==> src/rtl/cy6264_ctrl_if.sv <==
// Signal bundle between the two requesting clients, cy6264_ctrl and the CY6264 pins.
interface cy6264_ctrl_if;
  logic        a_req;
  logic        a_wr;
  logic [12:0] a_addr;
  logic [7:0]  a_wdata;
  logic        a_ack;
  logic [7:0]  a_rdata;
  logic        b_req;
  logic        b_wr;
  logic [12:0] b_addr;
  logic [7:0]  b_wdata;
  logic        b_ack;
  logic [7:0]  b_rdata;
  logic [12:0] sram_addr;
  logic        sram_lce1;
  logic        sram_ce2;
  logic        sram_lwe;
  logic        sram_loe;
  logic [7:0]  sram_dout;
  logic        sram_doe;
  logic [7:0]  sram_din;

  modport slave (
    input  a_req, a_wr, a_addr, a_wdata,
    output a_ack, a_rdata,
    input  b_req, b_wr, b_addr, b_wdata,
    output b_ack, b_rdata,
    output sram_addr, sram_lce1, sram_ce2, sram_lwe, sram_loe, sram_dout, sram_doe,
    input  sram_din
  );

  modport master (
    output a_req, a_wr, a_addr, a_wdata,
    input  a_ack, a_rdata,
    output b_req, b_wr, b_addr, b_wdata,
    input  b_ack, b_rdata,
    input  sram_addr, sram_lce1, sram_ce2, sram_lwe, sram_loe, sram_dout, sram_doe,
    output sram_din
  );
endinterface

==> src/rtl/cy6264_ctrl.sv <==
// Two-port round-robin controller for the CY6264 8K x 8 async SRAM with
// programmable read/write strobe widths.
module cy6264_ctrl #(
  parameter int unsigned WAIT_RD = 2,
  parameter int unsigned WAIT_WR = 2
) (
  input  logic         clk,
  input  logic         lrst,
  cy6264_ctrl_if.slave bus
);

  typedef enum logic [1:0] {IDLE, SETUP, ACCESS, HOLD} state_e;

  state_e      state_q, state_d;
  logic [7:0]  cnt_q, cnt_d;
  logic        gnt_b_q, gnt_b_d;
  logic        last_b_q, last_b_d;
  logic        wr_q, wr_d;
  logic [12:0] addr_q, addr_d;
  logic [7:0]  wdata_q, wdata_d;
  logic [7:0]  a_rdata_q, a_rdata_d;
  logic [7:0]  b_rdata_q, b_rdata_d;

  logic pick_b;
  logic lce1, ce2, lwe, loe, doe, a_ack, b_ack;

  // B wins when it is the only requester, or on a tie when A was granted last.
  assign pick_b = bus.b_req && (!bus.a_req || !last_b_q);

  always_ff @(posedge clk) begin
    if (!lrst) begin
      state_q   <= IDLE;
      cnt_q     <= 8'd0;
      gnt_b_q   <= 1'b0;
      last_b_q  <= 1'b1;
      wr_q      <= 1'b0;
      addr_q    <= 13'd0;
      wdata_q   <= 8'd0;
      a_rdata_q <= 8'd0;
      b_rdata_q <= 8'd0;
    end else begin
      state_q   <= state_d;
      cnt_q     <= cnt_d;
      gnt_b_q   <= gnt_b_d;
      last_b_q  <= last_b_d;
      wr_q      <= wr_d;
      addr_q    <= addr_d;
      wdata_q   <= wdata_d;
      a_rdata_q <= a_rdata_d;
      b_rdata_q <= b_rdata_d;
    end
  end

  always_comb begin
    state_d   = state_q;
    cnt_d     = cnt_q;
    gnt_b_d   = gnt_b_q;
    last_b_d  = last_b_q;
    wr_d      = wr_q;
    addr_d    = addr_q;
    wdata_d   = wdata_q;
    a_rdata_d = a_rdata_q;
    b_rdata_d = b_rdata_q;
    lce1      = 1'b1;
    ce2       = 1'b0;
    lwe       = 1'b1;
    loe       = 1'b1;
    doe       = 1'b0;
    a_ack     = 1'b0;
    b_ack     = 1'b0;

    unique case (state_q)
      IDLE: begin
        if (bus.a_req || bus.b_req) begin
          gnt_b_d  = pick_b;
          last_b_d = pick_b;
          wr_d     = pick_b ? bus.b_wr    : bus.a_wr;
          addr_d   = pick_b ? bus.b_addr  : bus.a_addr;
          wdata_d  = pick_b ? bus.b_wdata : bus.a_wdata;
          state_d  = SETUP;
        end
      end
      SETUP: begin
        lce1    = 1'b0;
        ce2     = 1'b1;
        doe     = wr_q;
        cnt_d   = wr_q ? 8'(WAIT_WR) : 8'(WAIT_RD);
        state_d = ACCESS;
      end
      ACCESS: begin
        lce1 = 1'b0;
        ce2  = 1'b1;
        doe  = wr_q;
        lwe  = !wr_q;
        loe  = wr_q;
        // Read data is captured on the final strobe cycle, only for the granted port.
        if (cnt_q <= 8'd1) begin
          state_d = HOLD;
          if (!wr_q) begin
            if (gnt_b_q) b_rdata_d = bus.sram_din;
            else         a_rdata_d = bus.sram_din;
          end
        end else begin
          cnt_d = cnt_q - 8'd1;
        end
      end
      HOLD: begin
        lce1    = 1'b0;
        ce2     = 1'b1;
        doe     = wr_q;
        a_ack   = !gnt_b_q;
        b_ack   = gnt_b_q;
        state_d = IDLE;
      end
      default: state_d = IDLE;
    endcase
  end

  assign bus.sram_addr = addr_q;
  assign bus.sram_dout = wdata_q;
  assign bus.sram_lce1 = lce1;
  assign bus.sram_ce2  = ce2;
  assign bus.sram_lwe  = lwe;
  assign bus.sram_loe  = loe;
  assign bus.sram_doe  = doe;
  assign bus.a_ack     = a_ack;
  assign bus.b_ack     = b_ack;
  assign bus.a_rdata   = a_rdata_q;
  assign bus.b_rdata   = b_rdata_q;

endmodule

==> src/flat_wrapper.sv <==
// flat-port wrapper written by rule: the top's interface ports become plain ports
module cy6264_ctrl_flat 
#(
  parameter int unsigned WAIT_RD = 2,
  parameter int unsigned WAIT_WR = 2
)
  (clk, lrst, bus_a_req, bus_a_wr, bus_a_addr, bus_a_wdata, bus_a_ack, bus_a_rdata, bus_b_req, bus_b_wr, bus_b_addr, bus_b_wdata, bus_b_ack, bus_b_rdata, bus_sram_addr, bus_sram_lce1, bus_sram_ce2, bus_sram_lwe, bus_sram_loe, bus_sram_dout, bus_sram_doe, bus_sram_din);
  cy6264_ctrl_if bus_i ();
  input  logic clk;
  input  logic lrst;
  input wire logic [$bits(bus_i.a_req)-1:0] bus_a_req;
  input wire logic [$bits(bus_i.a_wr)-1:0] bus_a_wr;
  input wire logic [$bits(bus_i.a_addr)-1:0] bus_a_addr;
  input wire logic [$bits(bus_i.a_wdata)-1:0] bus_a_wdata;
  output wire logic [$bits(bus_i.a_ack)-1:0] bus_a_ack;
  output wire logic [$bits(bus_i.a_rdata)-1:0] bus_a_rdata;
  input wire logic [$bits(bus_i.b_req)-1:0] bus_b_req;
  input wire logic [$bits(bus_i.b_wr)-1:0] bus_b_wr;
  input wire logic [$bits(bus_i.b_addr)-1:0] bus_b_addr;
  input wire logic [$bits(bus_i.b_wdata)-1:0] bus_b_wdata;
  output wire logic [$bits(bus_i.b_ack)-1:0] bus_b_ack;
  output wire logic [$bits(bus_i.b_rdata)-1:0] bus_b_rdata;
  output wire logic [$bits(bus_i.sram_addr)-1:0] bus_sram_addr;
  output wire logic [$bits(bus_i.sram_lce1)-1:0] bus_sram_lce1;
  output wire logic [$bits(bus_i.sram_ce2)-1:0] bus_sram_ce2;
  output wire logic [$bits(bus_i.sram_lwe)-1:0] bus_sram_lwe;
  output wire logic [$bits(bus_i.sram_loe)-1:0] bus_sram_loe;
  output wire logic [$bits(bus_i.sram_dout)-1:0] bus_sram_dout;
  output wire logic [$bits(bus_i.sram_doe)-1:0] bus_sram_doe;
  input wire logic [$bits(bus_i.sram_din)-1:0] bus_sram_din;
  assign bus_i.a_req = bus_a_req;
  assign bus_i.a_wr = bus_a_wr;
  assign bus_i.a_addr = bus_a_addr;
  assign bus_i.a_wdata = bus_a_wdata;
  assign bus_a_ack = bus_i.a_ack;
  assign bus_a_rdata = bus_i.a_rdata;
  assign bus_i.b_req = bus_b_req;
  assign bus_i.b_wr = bus_b_wr;
  assign bus_i.b_addr = bus_b_addr;
  assign bus_i.b_wdata = bus_b_wdata;
  assign bus_b_ack = bus_i.b_ack;
  assign bus_b_rdata = bus_i.b_rdata;
  assign bus_sram_addr = bus_i.sram_addr;
  assign bus_sram_lce1 = bus_i.sram_lce1;
  assign bus_sram_ce2 = bus_i.sram_ce2;
  assign bus_sram_lwe = bus_i.sram_lwe;
  assign bus_sram_loe = bus_i.sram_loe;
  assign bus_sram_dout = bus_i.sram_dout;
  assign bus_sram_doe = bus_i.sram_doe;
  assign bus_i.sram_din = bus_sram_din;
  cy6264_ctrl #(.WAIT_RD(WAIT_RD), .WAIT_WR(WAIT_WR)) u_core (.clk(clk), .lrst(lrst), .bus(bus_i));
endmodule
==> config.mk <==
export PLATFORM = sky130hd
export DESIGN_NAME = cy6264_ctrl_flat
export DESIGN_NICKNAME = d
export VERILOG_FILES = /design/src/rtl/cy6264_ctrl_if.sv /design/src/rtl/cy6264_ctrl.sv /design/src/flat_wrapper.sv
export SDC_FILE = /design/constraint.sdc
export NUM_CORES = 1
export LEC_CHECK = 0
export BUFFER_PORTS_ARGS = -buffer_cell sky130_fd_sc_hd__buf_2
export CAP_MARGIN = 30
export CORE_MARGIN = 5
export CORE_UTILIZATION = 40
export CTS_CLUSTER_DIAMETER = 100
export CTS_CLUSTER_SIZE = 8
export DETAILED_ROUTE_END_ITERATION = 10
export PLACE_DENSITY = 0.8
export SYNTH_ARGS = -nofsm -noshare
export SYNTH_HDL_FRONTEND = slang
export SYNTH_SLANG_ARGS = --single-unit
==> constraint.sdc <==
create_clock -name clk -period 2.4 [get_ports clk]
set_input_delay 0.24 -clock clk [delete_from_list [all_inputs] [get_ports clk]]
set_output_delay 0.24 -clock clk [all_outputs]
set_load 0.02 [all_outputs]
==> impl_metrics.yaml <==
power_and_ir_drop:
  max-vdd-ir-drop_v: 0.000520
  power.switching_mw: 1.30
  switching_share_pct: 42.2
  sequentialPowerShare_pct: 37.9
  leakage_nw: 1.32
  clkPwrFrac_pct: 17.0
  p_comb_share_pct: 45.1
  power_mw: 3.08
  p_int_mw: 1.78
  powerDensity_nw_per_um2: 1050
global_routing:
  grt_pass1_wl_um: 8890
  grt_pass1_vias: 2034
  grt_start_max_net_pins: 50
  grtUsageTotal_pct: 14.8
  antenna_found_initial: 0
  grt_overflow_total: 0
worst_setup_path:
  cpPeakStageDelay_ns: 0.47
  path_max_fanout: 5
  path_class: "flop to flop"
  reg2reg_slack_ns: 0.59
  critPathSlowestCell: "or3_2"
  cp.arrival_ns: 2.04
  worst_ep_required_time_ns: 2.63
  end_kind: "flop"
  cp-start-kind: "flop"
  path_cells: "inv_1, ha_1, nor2_1, nor3_1, or3_2, a21boi_1"
yosys:
  synth_area_sq_um: 2270
  ys_types: 42
  syn_inst: 241
  ys.flop_type: "dfxtp_1"
  ys_warn_count: 0
  yosysSeqAreaShare_pct: 44.0
  async_flop_share_pct: 0
  avgSynthCellArea_sq_um: 9.43
  synth-seq-cells: 50
  syn_nets: 303
  synth_edf_count: 0
sta:
  clock_skew_ns: 0.00715
  max_freq_mhz: 552
  finalCriticalPeriod_ns: 1.81
  finalSetupViolCount: 0
  tns_ns: 0
  worstMarginPinSlew_ns: 0.559
  finalCritPeriodShare_pct: 75.4
  slew_viol_final: 0
  rsz0062_at_grt: "false"
  finalHoldViolations: 0
  slew_headroom_pct: 62.8
clocking:
  h-tree-depth: 2
  cts-root-buf: "clkbuf_8"
  post_cts_buffers: 0
  cts_tree: "yes"
  post_cts_hold_buffer_count: 0
  clk_latency_ns: 0.30
  cts_resized: 0
  cts_sinks: 50
  path_clk_slew_ns: 0.09
  cts_buffers: 5
  cts_buffer_depth: 2
place:
  portBuffers: 99
  dp_hpwl_um: 4040
  gp_congestion: 0.830
  dp_cells: 404
floorplan:
  rows: 27
  pin_count: 100
  start_util_pct: 41.3
  die-width_um: 85.4
  design.die.area_sq_um: 7290
  die_height_um: 85.4
  core_sq_um: 5510
finish:
  final_common_cell: "buf_2"
  fillers: 492
  layout.cells.non_filler: 412
  areaGrowthSynthToFinish_pct: 29.2
  final_util_pct: 53.3
  mostFrequentLayoutCells: "99 x buf_2, 50 x dfxtp_1, 40 x mux2i_1"
  layout.nets: 401
  drive_above_1_share_pct: 35.9
  n_antenna_cell: 0
routing:
  drc: 0
  via_count: 2066
  avgViaCountPerCell: 5.01
  ant_nets: 0
  wl_um: 5370
  firstDrtPassIters: 4
  wl_per_cell_um: 13.0
  drt_iter0_drc: 55
outcome:
  outcome: "complete, no violations"
hold_path:
  min_path_type: "primary input to flop"
job:
  maxCapViolCount: 0
-- power groups by stage --
stage / Combinational, mW / Clock [mW] / Sequential [mW]
after floorplan: 0.813 / 0 / 1.36
after global placement: 1.36 / 0 / 1.18
after detailed placement: 1.40 / 0 / 1.18
after CTS: 1.40 / 0.539 / 1.17
after global routing: 1.53 / 0.576 / 1.20
final: 1.39 / 0.524 / 1.17
-- per-stage QoR --
stage,cell area (sq um),worst slack [ns],hold slack [ns]
after CTS,2940,0.584,0.202
final,2940,0.590,0.206
after floorplan,2270,0.668,0.395
after global placement,2840,0.702,0.441
after global routing,2940,0.387,0.209
after detailed placement,2840,0.596,0.448
-- worst paths after layout --
kind,from,end,cells after the start
setup / recovery,u_core.cnt_q[0],u_core.cnt_q[2],6
hold / removal,bus_sram_din[2],u_core.bus.a_rdata[2],3
setup reg to reg,u_core.cnt_q[0],u_core.cnt_q[2],6
hold reg to reg,u_core.bus.a_rdata[6],u_core.bus.a_rdata[6],2
-- sequential cells by signal (all words and copies together) (netlist names) --
name	flops
u_core.bus.sram_dout	8
u_core.bus.a_rdata	8
u_core.bus.sram_addr	13
u_core.wr_q	1
u_core.bus.b_rdata	8
u_core.last_b_q	1
u_core.gnt_b_q	1
u_core.cnt_q	8
u_core.state_q	2
-- layer usage --
metal | track usage [%] | share of wire, % | vias to the layer above
li1 | - | - | 1052
met1 | 17.1 | 43 | 941
met2 | 25.9 | 48 | 68
met3 | 5.15 | 7.8 | 5
met4 | 4.03 | 0.93 | 0
met5 | 0 | 0 | -
-- cells in the mapped netlist (all sizes together) (2+ instances only) --
| cell type | n | area, sq um |
|---|---|---|
| nand2b | 3 | 18.8 |
| o21ai | 25 | 125 |
| a21oi | 25 | 125 |
| a21boi | 2 | 18.8 |
| nor2 | 7 | 28.8 |
| buf | 4 | 21.3 |
| dfxtp | 50 | 1000 |
| nor3 | 6 | 68.8 |
| nand3 | 5 | 37.5 |
| mux2i | 40 | 400 |
| nand2 | 28 | 105 |
| clkbuf | 8 | 30.0 |
| nor2b | 2 | 12.5 |
| inv | 7 | 26.3 |
| or3 | 4 | 31.3 |
| o31ai | 4 | 35.0 |
| ha | 6 | 75.1 |
-- logic make-up (layout without fill, tap and decap cells) --
family,Yosys count,count (layout),synth area share [%]
AOI/OAI and AO/OA,64,64,16.4
adders and majority gates,6,6,3.30
buffers and inverters,20,119,3.58
DFF,50,50,44.0
muxes,40,40,17.6
and+or+nand+nor,61,61,15.1
-- final cells by class --
type / count / area [sq um] / share of cell area (%)
Sequential cell: 50 / 1000 / 34.1
Clock buffer: 6 / 82.6 / 2.81
Timing Repair Buffer: 103 / 526 / 17.9
Tap cell: 72 / 90.1 / 3.07
Inverter: 8 / 30.0 / 1.02
Clock inverter: 2 / 16.3 / 0.554
Multi-Input combinational cell: 171 / 1190 / 40.6
-- critical path: cells and delay by family (launching register included) --
kind	cells	cell delay, ns
compound gates	1	0.15
flops	1	0.41
buf+inv	1	0.06
fa+ha+maj	1	0.23
simple gates	3	0.91
Note: power is estimated with default switching activity, not from simulation.
